<file path="src/rtl/branch_redirect_ctrl_pkg.sv">
// Shared definitions for the branch redirect controller: funct3 branch encodings,
// FSM state encoding and the reset value of the redirect index.
package branch_redirect_ctrl_pkg;

  typedef enum logic [2:0] {
    F3_BEQ  = 3'b000,
    F3_BNE  = 3'b001,
    F3_RSV2 = 3'b010,
    F3_RSV3 = 3'b011,
    F3_BLT  = 3'b100,
    F3_BGE  = 3'b101,
    F3_BLTU = 3'b110,
    F3_BGEU = 3'b111
  } br_funct3_e;

  typedef enum logic [1:0] {
    ST_IDLE  = 2'd0,
    ST_REQ   = 2'd1,
    ST_FLUSH = 2'd2
  } br_state_e;

  localparam int unsigned RESET_IDX = 1;

  // 010 and 011 are the only unused encodings in the B-type funct3 space.
  function automatic logic is_illegal_f3(input logic [2:0] f3);
    return (f3[2:1] == 2'b01);
  endfunction

endpackage

</file>
<file path="src/rtl/branch_redirect_ctrl_if.sv">
// Redirect handshake between the branch controller (master) and fetch (slave).
interface branch_redirect_ctrl_if #(
  parameter int XLEN = 32
);

  logic            redirect_valid;
  logic [XLEN-1:0] redirect_idx;
  logic            fetch_ready;

  modport master (
    output redirect_valid,
    output redirect_idx,
    input  fetch_ready
  );

  modport slave (
    input  redirect_valid,
    input  redirect_idx,
    output fetch_ready
  );

endinterface

</file>
<file path="src/rtl/branch_cond_eval.sv">
// Combinational B-type condition evaluation: funct3 and operands in, taken and
// illegal-encoding flags out.
module branch_cond_eval
  import branch_redirect_ctrl_pkg::*;
#(
  parameter int XLEN = 32
) (
  input  logic [2:0]      funct3_i,
  input  logic [XLEN-1:0] rs1_i,
  input  logic [XLEN-1:0] rs2_i,
  output logic            taken_o,
  output logic            illegal_o
);

  logic signed [XLEN-1:0] rs1_s;
  logic signed [XLEN-1:0] rs2_s;
  logic                   eq;
  logic                   lt_s;
  logic                   lt_u;

  assign rs1_s = rs1_i;
  assign rs2_s = rs2_i;
  assign eq    = (rs1_i == rs2_i);
  assign lt_s  = (rs1_s < rs2_s);
  assign lt_u  = (rs1_i < rs2_i);

  always_comb begin
    taken_o   = 1'b0;
    illegal_o = is_illegal_f3(funct3_i);
    case (br_funct3_e'(funct3_i))
      F3_BEQ:  taken_o = eq;
      F3_BNE:  taken_o = ~eq;
      F3_BLT:  taken_o = lt_s;
      F3_BGE:  taken_o = ~lt_s;
      F3_BLTU: taken_o = lt_u;
      F3_BGEU: taken_o = ~lt_u;
      default: taken_o = 1'b0;
    endcase
  end

endmodule

</file>
<file path="src/rtl/branch_redirect_ctrl.sv">
// Branch resolution / PC redirect sequencer: resolves B-type branches in EX,
// issues one redirect to fetch, stalls EX and flushes the wrong-path front end.
module branch_redirect_ctrl
  import branch_redirect_ctrl_pkg::*;
#(
  parameter int XLEN        = 32,
  parameter int IDX_SHIFT   = 1,
  parameter int FLUSH_DEPTH = 2,
  parameter int CNT_W       = 16
) (
  input  logic                           clk,
  input  logic                           reset,
  input  logic                           br_valid,
  input  logic [2:0]                     funct3,
  input  logic [XLEN-1:0]                rs1,
  input  logic [XLEN-1:0]                rs2,
  input  logic [XLEN-1:0]                ex_pc,
  input  logic [XLEN-1:0]                ex_imm,
  branch_redirect_ctrl_if.master         rd,
  output logic                           ex_hold,
  output logic                           flush_front,
  output logic                           illegal_br,
  output logic [CNT_W-1:0]               branch_cnt,
  output logic [CNT_W-1:0]               taken_cnt
);

  localparam int FC_W = (FLUSH_DEPTH > 1) ? $clog2(FLUSH_DEPTH) : 1;

  function automatic logic [CNT_W-1:0] sat_inc(input logic [CNT_W-1:0] v);
    return (&v) ? v : v + 1'b1;
  endfunction

  br_state_e        state_q, state_d;
  logic [FC_W-1:0]  flush_cnt_q, flush_cnt_d;
  logic [XLEN-1:0]  idx_q, idx_d;
  logic             redirect_valid_q, redirect_valid_d;
  logic             ex_hold_q, ex_hold_d;
  logic             flush_front_q, flush_front_d;
  logic             illegal_br_q, illegal_br_d;
  logic [CNT_W-1:0] branch_cnt_q, branch_cnt_d;
  logic [CNT_W-1:0] taken_cnt_q, taken_cnt_d;

  logic             cond_taken;
  logic             cond_illegal;
  logic [XLEN-1:0]  target_byte;
  logic [XLEN-1:0]  target_idx;

  branch_cond_eval #(
    .XLEN (XLEN)
  ) u_cond (
    .funct3_i  (funct3),
    .rs1_i     (rs1),
    .rs2_i     (rs2),
    .taken_o   (cond_taken),
    .illegal_o (cond_illegal)
  );

  // Byte target wraps modulo 2^XLEN before the logical shift to a fetch index.
  assign target_byte = ex_pc + ex_imm;
  assign target_idx  = target_byte >> IDX_SHIFT;

  always_comb begin
    state_d          = state_q;
    flush_cnt_d      = flush_cnt_q;
    idx_d            = idx_q;
    redirect_valid_d = redirect_valid_q;
    ex_hold_d        = ex_hold_q;
    flush_front_d    = flush_front_q;
    illegal_br_d     = 1'b0;
    branch_cnt_d     = branch_cnt_q;
    taken_cnt_d      = taken_cnt_q;

    case (state_q)
      ST_IDLE: begin
        if (br_valid) begin
          branch_cnt_d = sat_inc(branch_cnt_q);
          illegal_br_d = cond_illegal;
          if (cond_taken) begin
            idx_d            = target_idx;
            taken_cnt_d      = sat_inc(taken_cnt_q);
            state_d          = ST_REQ;
            redirect_valid_d = 1'b1;
            ex_hold_d        = 1'b1;
            flush_front_d    = 1'b1;
          end
        end
      end
      ST_REQ: begin
        if (rd.fetch_ready) begin
          state_d          = ST_FLUSH;
          redirect_valid_d = 1'b0;
          ex_hold_d        = 1'b0;
          flush_front_d    = 1'b1;
          flush_cnt_d      = FC_W'(FLUSH_DEPTH - 1);
        end
      end
      ST_FLUSH: begin
        // flush_front is already high for this cycle; drop it after the last one.
        if (flush_cnt_q == '0) begin
          state_d       = ST_IDLE;
          flush_front_d = 1'b0;
        end else begin
          flush_cnt_d   = flush_cnt_q - 1'b1;
        end
      end
      default: begin
        state_d          = ST_IDLE;
        redirect_valid_d = 1'b0;
        ex_hold_d        = 1'b0;
        flush_front_d    = 1'b0;
      end
    endcase
  end

  always_ff @(posedge clk) begin
    if (reset) begin
      state_q          <= ST_IDLE;
      flush_cnt_q      <= '0;
      idx_q            <= XLEN'(RESET_IDX);
      redirect_valid_q <= 1'b0;
      ex_hold_q        <= 1'b0;
      flush_front_q    <= 1'b0;
      illegal_br_q     <= 1'b0;
      branch_cnt_q     <= '0;
      taken_cnt_q      <= '0;
    end else begin
      state_q          <= state_d;
      flush_cnt_q      <= flush_cnt_d;
      idx_q            <= idx_d;
      redirect_valid_q <= redirect_valid_d;
      ex_hold_q        <= ex_hold_d;
      flush_front_q    <= flush_front_d;
      illegal_br_q     <= illegal_br_d;
      branch_cnt_q     <= branch_cnt_d;
      taken_cnt_q      <= taken_cnt_d;
    end
  end

  assign rd.redirect_valid = redirect_valid_q;
  assign rd.redirect_idx   = idx_q;
  assign ex_hold           = ex_hold_q;
  assign flush_front       = flush_front_q;
  assign illegal_br        = illegal_br_q;
  assign branch_cnt        = branch_cnt_q;
  assign taken_cnt         = taken_cnt_q;

endmodule

</file>
<file path="src/flat_wrapper.sv">
// flat-port wrapper written by rule: the top's interface ports become plain ports
module branch_redirect_ctrl_flat import branch_redirect_ctrl_pkg::*;
#(
  parameter int XLEN        = 32,
  parameter int IDX_SHIFT   = 1,
  parameter int FLUSH_DEPTH = 2,
  parameter int CNT_W       = 16
)
  (clk, reset, br_valid, funct3, rs1, rs2, ex_pc, ex_imm, ex_hold, flush_front, illegal_br, branch_cnt, taken_cnt, rd_redirect_valid, rd_redirect_idx, rd_fetch_ready);
  branch_redirect_ctrl_if #(.XLEN(XLEN)) rd_i ();
  input  logic clk;
  input  logic reset;
  input  logic br_valid;
  input  logic [2:0] funct3;
  input  logic [XLEN-1:0] rs1;
  input  logic [XLEN-1:0] rs2;
  input  logic [XLEN-1:0] ex_pc;
  input  logic [XLEN-1:0] ex_imm;
  output logic ex_hold;
  output logic flush_front;
  output logic illegal_br;
  output logic [CNT_W-1:0] branch_cnt;
  output logic [CNT_W-1:0] taken_cnt;
  output wire logic [$bits(rd_i.redirect_valid)-1:0] rd_redirect_valid;
  output wire logic [$bits(rd_i.redirect_idx)-1:0] rd_redirect_idx;
  input wire logic [$bits(rd_i.fetch_ready)-1:0] rd_fetch_ready;
  assign rd_redirect_valid = rd_i.redirect_valid;
  assign rd_redirect_idx = rd_i.redirect_idx;
  assign rd_i.fetch_ready = rd_fetch_ready;
  branch_redirect_ctrl #(.XLEN(XLEN), .IDX_SHIFT(IDX_SHIFT), .FLUSH_DEPTH(FLUSH_DEPTH), .CNT_W(CNT_W)) u_core (.clk(clk), .reset(reset), .br_valid(br_valid), .funct3(funct3), .rs1(rs1), .rs2(rs2), .ex_pc(ex_pc), .ex_imm(ex_imm), .rd(rd_i), .ex_hold(ex_hold), .flush_front(flush_front), .illegal_br(illegal_br), .branch_cnt(branch_cnt), .taken_cnt(taken_cnt));
endmodule
</file>
<file path="config.mk">
export PLATFORM = sky130hd
export DESIGN_NAME = branch_redirect_ctrl_flat
export DESIGN_NICKNAME = d
export VERILOG_FILES = /design/src/rtl/branch_redirect_ctrl_pkg.sv /design/src/rtl/branch_redirect_ctrl_if.sv /design/src/rtl/branch_cond_eval.sv /design/src/rtl/branch_redirect_ctrl.sv /design/src/flat_wrapper.sv
export SDC_FILE = /design/constraint.sdc
export NUM_CORES = 1
export LEC_CHECK = 0
export ABC_AREA = 0
export BUFFER_PORTS_ARGS = -buffer_cell sky130_fd_sc_hd__buf_2
export CORE_AREA = 3 3 104 156
export CTS_CLUSTER_DIAMETER = 50
export DETAILED_ROUTE_END_ITERATION = 8
export DIE_AREA = 0 0 107 159
export SLEW_MARGIN = 0
export SYNTH_ARGS = -nofsm -noshare
export SYNTH_HDL_FRONTEND = slang
export SYNTH_SLANG_ARGS = --single-unit
</file>
<file path="constraint.sdc">
create_clock -name clk -period 4.18 [get_ports clk]
set_input_delay 0.418 -clock clk [delete_from_list [all_inputs] [get_ports clk]]
set_output_delay 0.418 -clock clk [all_outputs]
set_load 0.1 [all_outputs]
</file>
==> run summary, run 1 <==
The flow ran to the end, and the final reports show no timing, DRC or antenna violations. The run gives 656 as the synthesized instance count. The number of global-route vias before repair was 5041; the register bit total from synthesis was 69. The routed layout has 5213 vias. The initial cell density of the core was 34.6%. The worst hold-check path type was input pin to flip-flop.

The largest fanout on the critical path works out to 20. Across the routed clock network, the largest skew measured is 0.0113 ns. Sorting the synthesized cells by area gives the leading types as sky130_fd_sc_hd__dfxtp_1, sky130_fd_sc_hd__ha_1, sky130_fd_sc_hd__a21oi_1.

TritonCTS built the clock tree. For the worst-skew pair, the clock arrives at the later sink with an insertion delay of 0.34 ns. The standard cell area after detailed placement was 6410 um2. Once detailed placement completed, the half-perimeter wirelength came to 11600 um. Sequential elements use 26.5% of the synthesized area. In the synthesized netlist the async set-or-reset flop fraction comes to 0%. The run gives 57.0% as the worst relative slew slack. For this run, the post-layout net count is 1055.

IR analysis of the VDD net gives a maximum drop of 178 uV. For this design the ratio of total power to cell area is 336 nW/um2. The tools report the total standard cell area after synthesis as 5220 um2. The region available for standard cell placement spans 15100 um2.

Global routing finished with a remaining overflow of 0. The number of buffers added on ports is 201, and the area fraction of the dominant cell type after synthesis is 26.5%. In this run the deepest clock path goes through 2 buffers. The source of the worst register-to-register timing path was u_core.branch_cnt[9]. The tools report the final-layout setup total negative slack as 0 ns. Buffers inserted to repair hold after CTS numbered 0.

In the routed design, unresolved DRC markers number 0. The post-route netlist has 27.2% of its cells at a drive strength greater than 1. The clock transition at the registers of the reported paths is 0.06 ns, and the die boundary height is 159 um. For the aggregate routed wire length, the log shows 14400 um. In the global route stage, overall resource usage came out at 16.7%. For the required time at the worst-slack endpoint, the log shows 4.38 ns.

Element type at the critical path start: an input pin. The maximum single-stage delay on the critical path came out at 0.53 ns. The run gives 64 as the number of distinct library cells after synthesis.

Leaving out fill and tap cells, the most frequent cells in the layout are sky130_fd_sc_hd__buf_2, sky130_fd_sc_hd__nor2_1, sky130_fd_sc_hd__dfxtp_1. The biggest area contributor in the post-synthesis netlist is sky130_fd_sc_hd__dfxtp_1. The clock period could shrink to 3.11 ns.

Each instance of the synthesized netlist takes up on average 7.95 um2. The pre-antenna-repair detailed-routing pass consisted of 4 iterations. The number of inserted diodes came out at 0.

Entering global routing, the biggest net connects 41 pins. Setup violations remaining at the end of the flow were counted as 0. The final worst-path cycle share is 74.4%.

The number of max-slew violations in the final report was 0; the area growth from synthesis to layout was 28.8%. Max-cap violations in this run came to 0. The initial antenna violation count was 0. Master of the slowest instance on the critical path: sky130_fd_sc_hd__or4_4. The most common library cell in the layout ignoring fill and taps is sky130_fd_sc_hd__buf_2.

The signal on the critical path passes through buf_2 -> inv_1 -> ha_1 -> nand4_2 -> or4_4 -> or3_1 -> a211oi_1 -> or4b_4 -> o31a_2 -> buf_4 -> mux2i_1 -> nor2_1. In the routed layout, each cell is associated on average with a via count of 4.92. At the pin with the least slew margin, the transition time is 0.639 ns. The tools report the area of the die as 17000 um2. The logs give 0 for the final hold violation count and 6720 um2 for the summed area of non-filler cells in the final layout. After clock tree synthesis, the setup repair step added 0 buffers. The depth of the most critical reg-to-reg path came out at 8. The die is 107 um wide.

The weighted congestion reported at the end of routability-driven placement is 0.892, and the post-synthesis net count is 856. The tools report the wire length of the first global-routing pass as 23300 um. The tree built by TritonCTS fans out to 69 sinks.

At the worst endpoint, the arrival time is 3.31 ns. Number of enable flip-flop cells after synthesis: 0. The kind of critical path is input pin to flip-flop. The filler cells instantiated in the layout total 1583. Endpoint of the lowest-slack register-to-register path: u_core.branch_cnt[9]. The routed length per instance is 13.6 um. The main flop type after synthesis was sky130_fd_sc_hd__dfxtp_1. Row count: 55.

The tree is rooted in a sky130_fd_sc_hd__clkbuf_16. The detailed router finished its first iteration with 130 violations. Clock buffer count from CTS: 9. In this run the worst setup path terminates at u_core.rd.redirect_idx[13]. The H-tree depth is 3, and the static power due to leakage is 3.27 nW.

For this run, the number of Yosys warnings is 0. STA classifies the critical path endpoint as a flip-flop. For the I/O pin count, the log shows 203.

Setup repair after global routing left no endpoint under its margin. The register-to-register setup slack is 1.90 ns. In this run, post-CTS repair resized a total of 0 instances. Startpoint of the most critical setup path: rs2[31]. The logs give 322 MHz for the achievable clock frequency and 0 for the count of nets left with antenna violations after detail routing.
[cell type report]
class	count	area, um2	share of cell area (%)
multi-input cells	523	3560	52.9
well taps	199	249	3.71
clock buffers	9	225	3.35
repair buffers	205	1050	15.6
inverters	47	176	2.63
clock inverters	7	82.6	1.23
flip-flops and latches	69	1380	20.6
[Yosys cell counts (2+ instances only)]
cell type	number
sky130_fd_sc_hd__xnor2_1	29
sky130_fd_sc_hd__and3_1	9
sky130_fd_sc_hd__o211ai_1	3
sky130_fd_sc_hd__and2_1	6
sky130_fd_sc_hd__ha_1	64
sky130_fd_sc_hd__o21a_1	7
sky130_fd_sc_hd__nor3_1	16
sky130_fd_sc_hd__o2111ai_1	3
sky130_fd_sc_hd__nand2_1	54
sky130_fd_sc_hd__a21oi_1	62
sky130_fd_sc_hd__o21bai_1	2
sky130_fd_sc_hd__a21o_1	14
sky130_fd_sc_hd__a31o_2	2
sky130_fd_sc_hd__nor2_1	81
sky130_fd_sc_hd__o21ai_0	20
sky130_fd_sc_hd__o31a_1	3
sky130_fd_sc_hd__nand4_1	18
sky130_fd_sc_hd__dfxtp_1	69
sky130_fd_sc_hd__nand3_1	33
sky130_fd_sc_hd__or4_1	3
sky130_fd_sc_hd__o211a_1	2
sky130_fd_sc_hd__buf_4	5
sky130_fd_sc_hd__buf_6	3
sky130_fd_sc_hd__clkbuf_1	8
sky130_fd_sc_hd__nor4_1	2
sky130_fd_sc_hd__mux2i_1	13
sky130_fd_sc_hd__a211oi_1	5
sky130_fd_sc_hd__or3_1	6
sky130_fd_sc_hd__xor2_1	20
sky130_fd_sc_hd__o311ai_1	2
sky130_fd_sc_hd__a221oi_1	2
sky130_fd_sc_hd__a31oi_1	4
sky130_fd_sc_hd__nand3b_1	2
sky130_fd_sc_hd__inv_1	47
sky130_fd_sc_hd__nor2b_1	7
sky130_fd_sc_hd__o221a_2	2
[worst min path at each step]
stage	startpoint	endpoint	cells past startpoint	slack, ns
after detailed placement	u_core.rd.redirect_idx[16]	u_core.rd.redirect_idx[16]	2	0.44
after global routing	funct3[1]	u_core.illegal_br	2	0.36
after floorplan	u_core.flush_cnt_q	u_core.state_q[1]	2	0.45
after global placement	u_core.rd.redirect_idx[16]	u_core.rd.redirect_idx[16]	2	0.44
after CTS	funct3[1]	u_core.illegal_br	2	0.34
final	funct3[1]	u_core.illegal_br	2	0.36
[sequential cells by signal, indices dropped and copies added, names as in the netlist]
signal	cells
u_core.rd.redirect_idx	31
u_core.branch_cnt	16
u_core.taken_cnt	16
u_core.state_q	2
u_core.ex_hold	1
u_core.flush_cnt_q	1
u_core.flush_front	1
u_core.illegal_br	1
[power by group]
group | total [mW] | switching [mW] | internal, mW
registers | 0.711 | 0.0210 | 0.690
clock network | 0.794 | 0.322 | 0.471
logic | 0.755 | 0.511 | 0.244
total | 2.26 | 0.854 | 1.41
[metrics by stage]
stage                     setup WS [ns]  util, %  hold slack [ns]  instances  power [mW]
after floorplan                    1.15        -            0.454        656        1.31
after global placement            0.768     42.5            0.444       1043        1.48
after detailed placement          0.675     42.5            0.441       1043        1.49
after CTS                          1.03     44.6            0.342       1059        2.30
after global routing              0.808     44.6            0.359       1059        2.39
final                              1.07     44.6            0.364       1059        2.26
[critical path, delay by kind of cell]
family                   cells  cell delay, ns
multiplexers                 1            0.22
AO/OA/AOI/OAI                2            0.58
adder cells (fa/ha/maj)      1            0.32
AND/OR/NAND/NOR              5            1.28
buffers and inverters        3            0.45
[routing by layer]
layer,vias up,part of all wire [%],track usage [%]
met5,-,0,0
met4,0,2.0,5.99
met3,18,4.9,2.64
met2,134,55,32.3
met1,2322,39,17.7
li1,2739,-,-
[cell families after synthesis]
family,count (synthesis),synth area share (%)
AO/OA/AOI/OAI,147,18.2
multiplexers,13,2.49
AND/OR/NAND/NOR,248,23.4
adder cells (fa/ha/maj),65,15.7
other,1,0.0719
XOR/XNOR,49,8.23
flip-flops,69,26.5
buffers and inverters,64,5.40
Power figures use the tool's default switching activity.
==> inputs of run 2 (changes only) <==
==> constraint.sdc (replaced) <==
create_clock -name clk -period 3.15 [get_ports clk]
set_input_delay 0.315 -clock clk [delete_from_list [all_inputs] [get_ports clk]]
set_output_delay 0.315 -clock clk [all_outputs]
set_load 0.1 [all_outputs]
==> run 2 against run 1 <==
  * Die area is the same
  * Clock-buffer cell count unchanged
  * Global-route usage decreased by 0.13 points
  * Design area rose by 2.7%
  * Critical path type unchanged
  * Via count is 3.1% higher
  * Worst hold slack got worse by 0.092 ns
  * Setup slack worse by 0.85 ns
  * Largest power group unchanged
  * Combinational power is 36% higher
  * Critical endpoint is now u_core.rd.redirect_idx[14]
  * Critical path depth did not move
  * First-iteration DRC count shrank 31%
==> run summary, run 2 (synthesized netlist as in run 1, its figures left out) <==
The run gives 0.901 (+1.1%) as the weighted congestion reported at the end of routability-driven placement. The root buffer cell chosen for the clock tree is sky130_fd_sc_hd__clkbuf_16. For hold timing, the worst endpoint is u_core.illegal_br.

Number of buffers added on ports: 201 (unchanged). The number of inserted filler cells in the final layout was 1617 (+2.1%); the worst-case clock skew was 0.00884 ns (-0.00248 ns). For the number of resized instances in the post-cts repair step, the log shows 0 (unchanged).

The number of inserted diodes came out at 0 (unchanged). The run gives 45.8% (+1.2 points) as the post-route core utilization. The kind of critical path was input pin to flip-flop.

STA classifies the critical path startpoint as an input pin. Sequential fraction of design power: 30.4% (-1.1 points). The I/O pin count is 203 (unchanged), and the via-per-instance ratio is 4.98 (+1.1%). The combined global-route utilization of all metal layers came out at 16.6% (-0.13 points). The flow ran to the end, and the final reports show no timing, DRC or antenna violations. Setup repair after global routing left no endpoint under its margin. The tools report the area of the die as 17000 um2 (unchanged). Wire length of the first global-routing pass: 23200 um (-0.44%).

The die boundary height came out at 159 um (unchanged). The slew at the pin closest to its max-slew limit works out to 0.680 ns (+0.0414 ns). The endpoint of the lowest-slack register-to-register path is u_core.branch_cnt[15].

The switching fraction of total power is 36.5% (-1.3 points), and the proportion of power drawn by combinational gates is 33.2% (-0.2 points). First-pass iteration count of the detailed router: 4 (unchanged). The kind of end point of the critical path was a flip-flop. The worst setup slack before clock tree synthesis is -0.117 ns (-0.792 ns).

The count of nets left with antenna violations after detail routing came out at 0 (unchanged). The maximum number of buffers from clock root to sink was 2 (unchanged). The data arrival time of the worst path came out at 3.11 ns (-0.20 ns). From synthesis to final layout, the design area changed by 32.2%. The top cell types in the final layout, fill and taps aside, are sky130_fd_sc_hd__buf_2, sky130_fd_sc_hd__nor2_1, sky130_fd_sc_hd__dfxtp_1. Worst path setup slack after routing: 0.224 ns (-0.846 ns).

The die outline width is 107 um (unchanged), and the setup-violating endpoint count in the final report is 0 (unchanged). The tools report the area taken by flip-flops and latches as 1380 um2 (unchanged). The fraction of layout instances using a drive strength above 1 came out at 28.9% (+1.7 points). The register-to-register setup slack came out at 0.86 ns (-1.04 ns). Achievable clock frequency: 342 MHz. The tools report the leftover overflow at the end of global routing as 0 (unchanged).

The tools report the worst relative slew slack as 54.6% (-2.4 points). The detailed placement HPWL was 11800 um (+1.4%). The final hold violation count is 0 (unchanged).

The power density relative to cell area works out to 450 nW/um2 (+34%). Source of the worst register-to-register timing path: u_core.branch_cnt[7]. Uppermost signal routing layer after detailed routing: met4. For the required time at the worst-slack endpoint, the log shows 3.34 ns (-1.04 ns). The clock buffer count from CTS is 9 (unchanged). The clock sink total is 69 (unchanged), and the peak ir drop on the vdd network is 249 uV (+40%). The number of flip-flops under the largest register name is 31 (unchanged).

The area occupied by multi-input gates is 3560 um2 (unchanged). TritonCTS built the clock tree. For the row count, the log shows 55 (unchanged). The startpoint of the most critical hold path is funct3[1]. For the net count of the finished layout, the log shows 1076 (+2.0%).

The routed length per instance is 13.5 um (-0.85%), and the area inside the core boundary is 15100 um2 (unchanged). The tools report the pin count of the biggest net entering global routing as 37 (-9.8%). The final worst-path cycle share was 92.9%.

The tools report the clock power share as 36.4% (+1.3 points). The violation count after the first detailed-route iteration came out at 90 (-31%). The run gives 3 (unchanged) as the H-tree depth. The setup fix buffers added after clock tree synthesis was 0 (unchanged). For the wire length the detailed router placed on met1, the log shows 5500 um (-0.79%).

The number of max-slew violations in the final report is 0 (unchanged), and the number of global-route vias before repair is 5060 (+0.38%). The aggregate routed wire length came out at 14500 um (+1.1%). The via count came out at 5376 (+3.1%). The power after layout is 3.11 mW (+37%). The largest fanout on the critical path was 20 (unchanged); the initial cell density of the core was 34.6% (unchanged). The worst-skew pair later-pin latency is 0.33 ns (about the same).

Count of cells along the worst hold path: 2 (unchanged). The logs give 3.38 nW (+3.4%) for the static power due to leakage and 0 (unchanged) for the max-capacitance violation count. The initial antenna violation count is 0 (unchanged).

The most common library cell in the layout ignoring fill and taps is sky130_fd_sc_hd__buf_2. The smallest hold slack came out at 0.272 ns (-0.0916 ns). The residual DRC count was 0 (unchanged); the clock transition at the registers of the reported paths was 0.06 ns (about the same). The switching component of the power is 1.13 mW (+33%). The logs give 0 (unchanged) for the total of hold buffers inserted after clock tree synthesis and 1.97 mW (+40%) for the cell-internal power. The min-delay analysis places its worst path in the category input pin to flip-flop. The final critical-path required period is 2.93 ns. The met2 wirelength from detailed routing was 8000 um (+2.0%); the met3 layer wire length in the routed design was 728 um (+3.9%).

Depth of the most critical reg-to-reg path: 9 (+1).
[run 2: cell types whose count changed in the layout (fill, tap and decap cells not counted)]
cell / change
sky130_fd_sc_hd__inv_6: +1
sky130_fd_sc_hd__clkinv_4: -1
sky130_fd_sc_hd__bufinv_16: +1
sky130_fd_sc_hd__buf_4: +21
sky130_fd_sc_hd__clkinvlp_4: -1
[run 2: layer usage]
metal | vias to the layer above | global-route usage [%]
li1 | 2784 | -
met2 | 137 | 32.9
met3 | 16 | 2.68
met1 | 2439 | 17.1
met5 | - | 0
met4 | 0 | 5.29
[run 2: critical path, stage by stage]
cell and delay, ns:
sky130_fd_sc_hd__buf_2 0.08, sky130_fd_sc_hd__inv_1 0.03, sky130_fd_sc_hd__ha_1 0.31, sky130_fd_sc_hd__nand4_2 0.16
sky130_fd_sc_hd__or4_4 0.52, sky130_fd_sc_hd__o21ai_1 0.15, sky130_fd_sc_hd__a211oi_1 0.08, sky130_fd_sc_hd__or4b_4 0.57
sky130_fd_sc_hd__o31a_2 0.40, sky130_fd_sc_hd__buf_4 0.25, sky130_fd_sc_hd__mux2i_1 0.17, sky130_fd_sc_hd__nor2_1 0.06
[run 2: final cells by class]
class | instances | share of cell area (%)
Clock buffer | 9 | 3.26
Clock inverter | 7 | 1.52
Inverter | 47 | 2.56
Multi-Input combinational cell | 523 | 51.5
Sequential cell | 69 | 20.0
Tap cell | 199 | 3.61
Timing Repair Buffer | 226 | 17.5
[run 2: power groups by stage]
| stage | logic (mW) | registers (mW) | clock network [mW] |
|---|---|---|---|
| 2_1_floorplan | 0.478 | 1.25 | 0 |
| 5_1_grt | 1.12 | 0.949 | 1.20 |
| 3_3_place_gp | 1.03 | 0.962 | 0 |
| 3_5_place_dp | 1.04 | 0.962 | 0 |
| 6_report | 1.03 | 0.943 | 1.13 |
| 4_1_cts | 1.04 | 0.944 | 1.17 |
[run 2: through the flow]
step	instances	TNS, ns	cell area [um2]
6_report	1080	0	6900
4_1_cts	1080	0	6900
3_5_place_dp	1064	-1.58	6570
2_1_floorplan	656	0	5220
5_1_grt	1080	0	6900
3_3_place_gp	1064	-0.913	6570
[run 2: how the worst max path moves through the flow]
stage / start / to / slack [ns] / depth (start not counted)
finish: rs2[30] / u_core.rd.redirect_idx[14] / 0.22 / 12
global route: rs2[30] / u_core.rd.redirect_idx[22] / 0.005 / 12
CTS: rs2[30] / u_core.rd.redirect_idx[22] / 0.23 / 12
detailed placement: rs2[30] / u_core.rd.redirect_idx[20] / -0.12 / 12
global placement: rs2[30] / u_core.rd.redirect_idx[13] / -0.08 / 12
floorplan: rs2[30] / u_core.rd.redirect_idx[21] / 0.23 / 12
==> inputs of run 3 (changes only) <==
--- a/config.mk
+++ b/config.mk
@@ -6,11 +6,11 @@
 export NUM_CORES = 1
 export LEC_CHECK = 0
 export ABC_AREA = 0
-export BUFFER_PORTS_ARGS = -buffer_cell sky130_fd_sc_hd__buf_2
 export CORE_AREA = 3 3 104 156
 export CTS_CLUSTER_DIAMETER = 50
 export DETAILED_ROUTE_END_ITERATION = 8
 export DIE_AREA = 0 0 107 159
+export DONT_BUFFER_PORTS = 1
 export SLEW_MARGIN = 0
 export SYNTH_ARGS = -nofsm -noshare
 export SYNTH_HDL_FRONTEND = slang
==> run 3 against run 2 <==
  * Non-clock buffer count shrank 172
  * Wire length is 2.9% lower
  * Largest cell class unchanged
  * Register-to-register slack got worse by 0.06 ns
  * Utilization down 5.4 points
  * Critical path type unchanged
  * Critical endpoint is now u_core.rd.redirect_idx[20]
  * Maximum frequency rose by 4.9%
  * Combinational power down 39%
  * Clock skew decreased by 0.0032 ns
  * Sequential share of layout area is 2.7 points higher
  * First-iteration DRC count is 80% higher
==> run summary, run 3 (synthesized netlist as in run 1, its figures left out) <==
The top cell types in the final layout, fill and taps aside, are sky130_fd_sc_hd__nor2_1, sky130_fd_sc_hd__dfxtp_1, sky130_fd_sc_hd__ha_1. The largest fanout on the critical path was 20 (unchanged). The signal on the critical path passes through inv_1 -> ha_1 -> nand4_1 -> or4_4 -> o21ai_1 -> a211oi_1 -> or4b_4 -> o31a_2 -> buf_4 -> mux2i_1 -> nor2_1. The die outline width is 107 um (unchanged), and the area of the die is 17000 um2 (unchanged).

The tools report the pin count of the biggest net entering global routing as 69 (+86%). The detailed placement HPWL was 11200 um (-5.4%); the power density relative to cell area was 474 nW/um2 (+5.3%). The maximum single-stage delay on the critical path came out at 0.57 ns (about the same). Initial cell density of the core: 34.6% (unchanged).

The number of buffers added on ports is 0 (-100%). The logs give 0 (unchanged) for the number of resized instances in the post-cts repair step and 0.00563 ns (-0.00321 ns) for the worst-case clock skew. The register-to-register setup slack is 0.80 ns (-0.06 ns). The final critical-path required period came out at 2.79 ns (-0.136 ns). The static power due to leakage is 2.63 nW (-22%), and the final non-filler cell total is 908 (-16%).

The worst hold-check path type was input pin to flip-flop. Count of nets left with antenna violations after detail routing: 0 (unchanged). The tools report the number of inserted filler cells in the final layout as 1570 (-2.9%). The residual DRC count was 0 (unchanged); the worst-skew pair later-pin latency was 0.33 ns (about the same). The final worst-path cycle share was 88.6% (-4.3 points); the worst relative slew slack was 30.7% (-24 points). Clock sink total: 69 (unchanged). The logs give 904 (-16%) for the net count of the finished layout and 0 (unchanged) for the setup fix buffers added after clock tree synthesis.

The data arrival time of the worst path is 3.01 ns (-0.10 ns). The combined global-route utilization of all metal layers is 16.0% (-0.53 points). The number of max-slew violations in the final report is 0 (unchanged). From synthesis to final layout, the design area changed by 16.6%. The peak ir drop on the vdd network was 199 uV (-20%); the number of flip-flops under the largest register name was 31 (unchanged). For the number of inserted diodes, the log shows 0 (unchanged). The master of the slowest instance on the critical path is sky130_fd_sc_hd__or4b_4. Initial antenna violation count: 0 (unchanged).

The achievable clock frequency was 358 MHz (+4.9%); the leftover overflow at the end of global routing was 0 (unchanged). The H-tree depth is 3 (unchanged). The tools report the number of global-route vias before repair as 4574 (-9.6%). The post-route core utilization was 40.4% (-5.4 points); the clock buffer count from CTS was 9 (unchanged). The fraction of layout instances using a drive strength above 1 was 11.7% (-17 points). The area inside the core boundary was 15100 um2 (unchanged); the required time at the worst-slack endpoint was 3.37 ns (+0.03 ns). The tools report the row count as 55 (unchanged). The routed length per instance is 15.6 um (+16%), and the via count is 4779 (-11%). The tools report the max-capacitance violation count as 0 (unchanged). STA classifies the critical path endpoint as a flip-flop.

The tools report the final hold violation count as 0 (unchanged). The via-per-instance ratio was 5.26 (+5.7%). The number of placed instances, taps included came out at 892 (-16%). Setup repair after global routing left no endpoint under its margin.

The most common library cell in the layout ignoring fill and taps is sky130_fd_sc_hd__nor2_1. The die boundary height is 159 um (unchanged). The kind of critical path is input pin to flip-flop. The slew at the pin closest to its max-slew limit was 1.04 ns (+0.358 ns). The maximum number of buffers from clock root to sink is 2 (unchanged). The violation count after the first detailed-route iteration came out at 162 (+80%).

The logs give 203 (unchanged) for the I/O pin count and 14100 um (-2.9%) for the aggregate routed wire length. The tools report the first-pass iteration count of the detailed router as 4 (unchanged). The total of hold buffers inserted after clock tree synthesis came out at 0 (unchanged).

Clock root buffer: sky130_fd_sc_hd__clkbuf_16. The flow ran to the end, and the final reports show no timing, DRC or antenna violations. The weighted congestion reported at the end of routability-driven placement was 0.841 (-6.7%); the setup-violating endpoint count in the final report was 0 (unchanged).

Clock transition at the registers of the reported paths: 0.06 ns (about the same). STA classifies the critical path startpoint as an input pin. TritonCTS built the clock tree. The wire length of the first global-routing pass is 22300 um (-3.9%).
## run 3: per-layer routing
metal | part of all wire, % | global-route usage (%) | vias up
met5 | 0 | 0 | -
met4 | 2.8 | 6.40 | 0
met3 | 5.6 | 3.65 | 24
met2 | 54 | 30.4 | 149
met1 | 38 | 16.6 | 2168
li1 | - | - | 2438
## run 3: power breakdown
part,internal (mW),switching [mW]
Clock,0.637,0.402
Sequential,0.916,0.306
Combinational,0.266,0.358
## run 3: area by class of cell
cell class	count	area, um2	share of cell area [%]
Clock buffer	11	243	3.99
Clock inverter	5	58.8	0.967
Tap cell	199	249	4.09
Timing Repair Buffer	54	418	6.87
Multi-Input combinational cell	523	3560	58.5
Sequential cell	69	1380	22.7
Inverter	47	176	2.90
## run 3: worst paths after layout
check	from	to	cells past startpoint
setup / recovery	rs2[23]	u_core.rd.redirect_idx[20]	11
hold / removal	reset	u_core.rd.redirect_idx[27]	1
setup reg to reg	u_core.branch_cnt[9]	u_core.branch_cnt[9]	8
hold reg to reg	u_core.flush_cnt_q	u_core.state_q[1]	2
## run 3: per-stage QoR
step / hold slack (ns) / cell area [um2] / setup slack, ns / setup TNS, ns / total power [mW]
detailed placement: 0.400 / 5780 / -0.00140 / -0.00140 / 1.87
global route: 0.0404 / 6080 / 0.227 / 0 / 3.04
floorplan: 0.447 / 5220 / 0.225 / 0 / 1.73
global placement: 0.396 / 5780 / 0.0488 / 0 / 1.86
CTS: 0.0411 / 6080 / 0.362 / 0 / 2.93
finish: 0.0619 / 6080 / 0.360 / 0 / 2.88
## run 3: critical path, delay by kind of cell
family | cells | cell delay (ns)
AND/OR/NAND/NOR | 4 | 1.32
AO/OA/AOI/OAI | 3 | 0.63
multiplexers | 1 | 0.18
buffers and inverters | 2 | 0.28
adder cells (fa/ha/maj) | 1 | 0.28
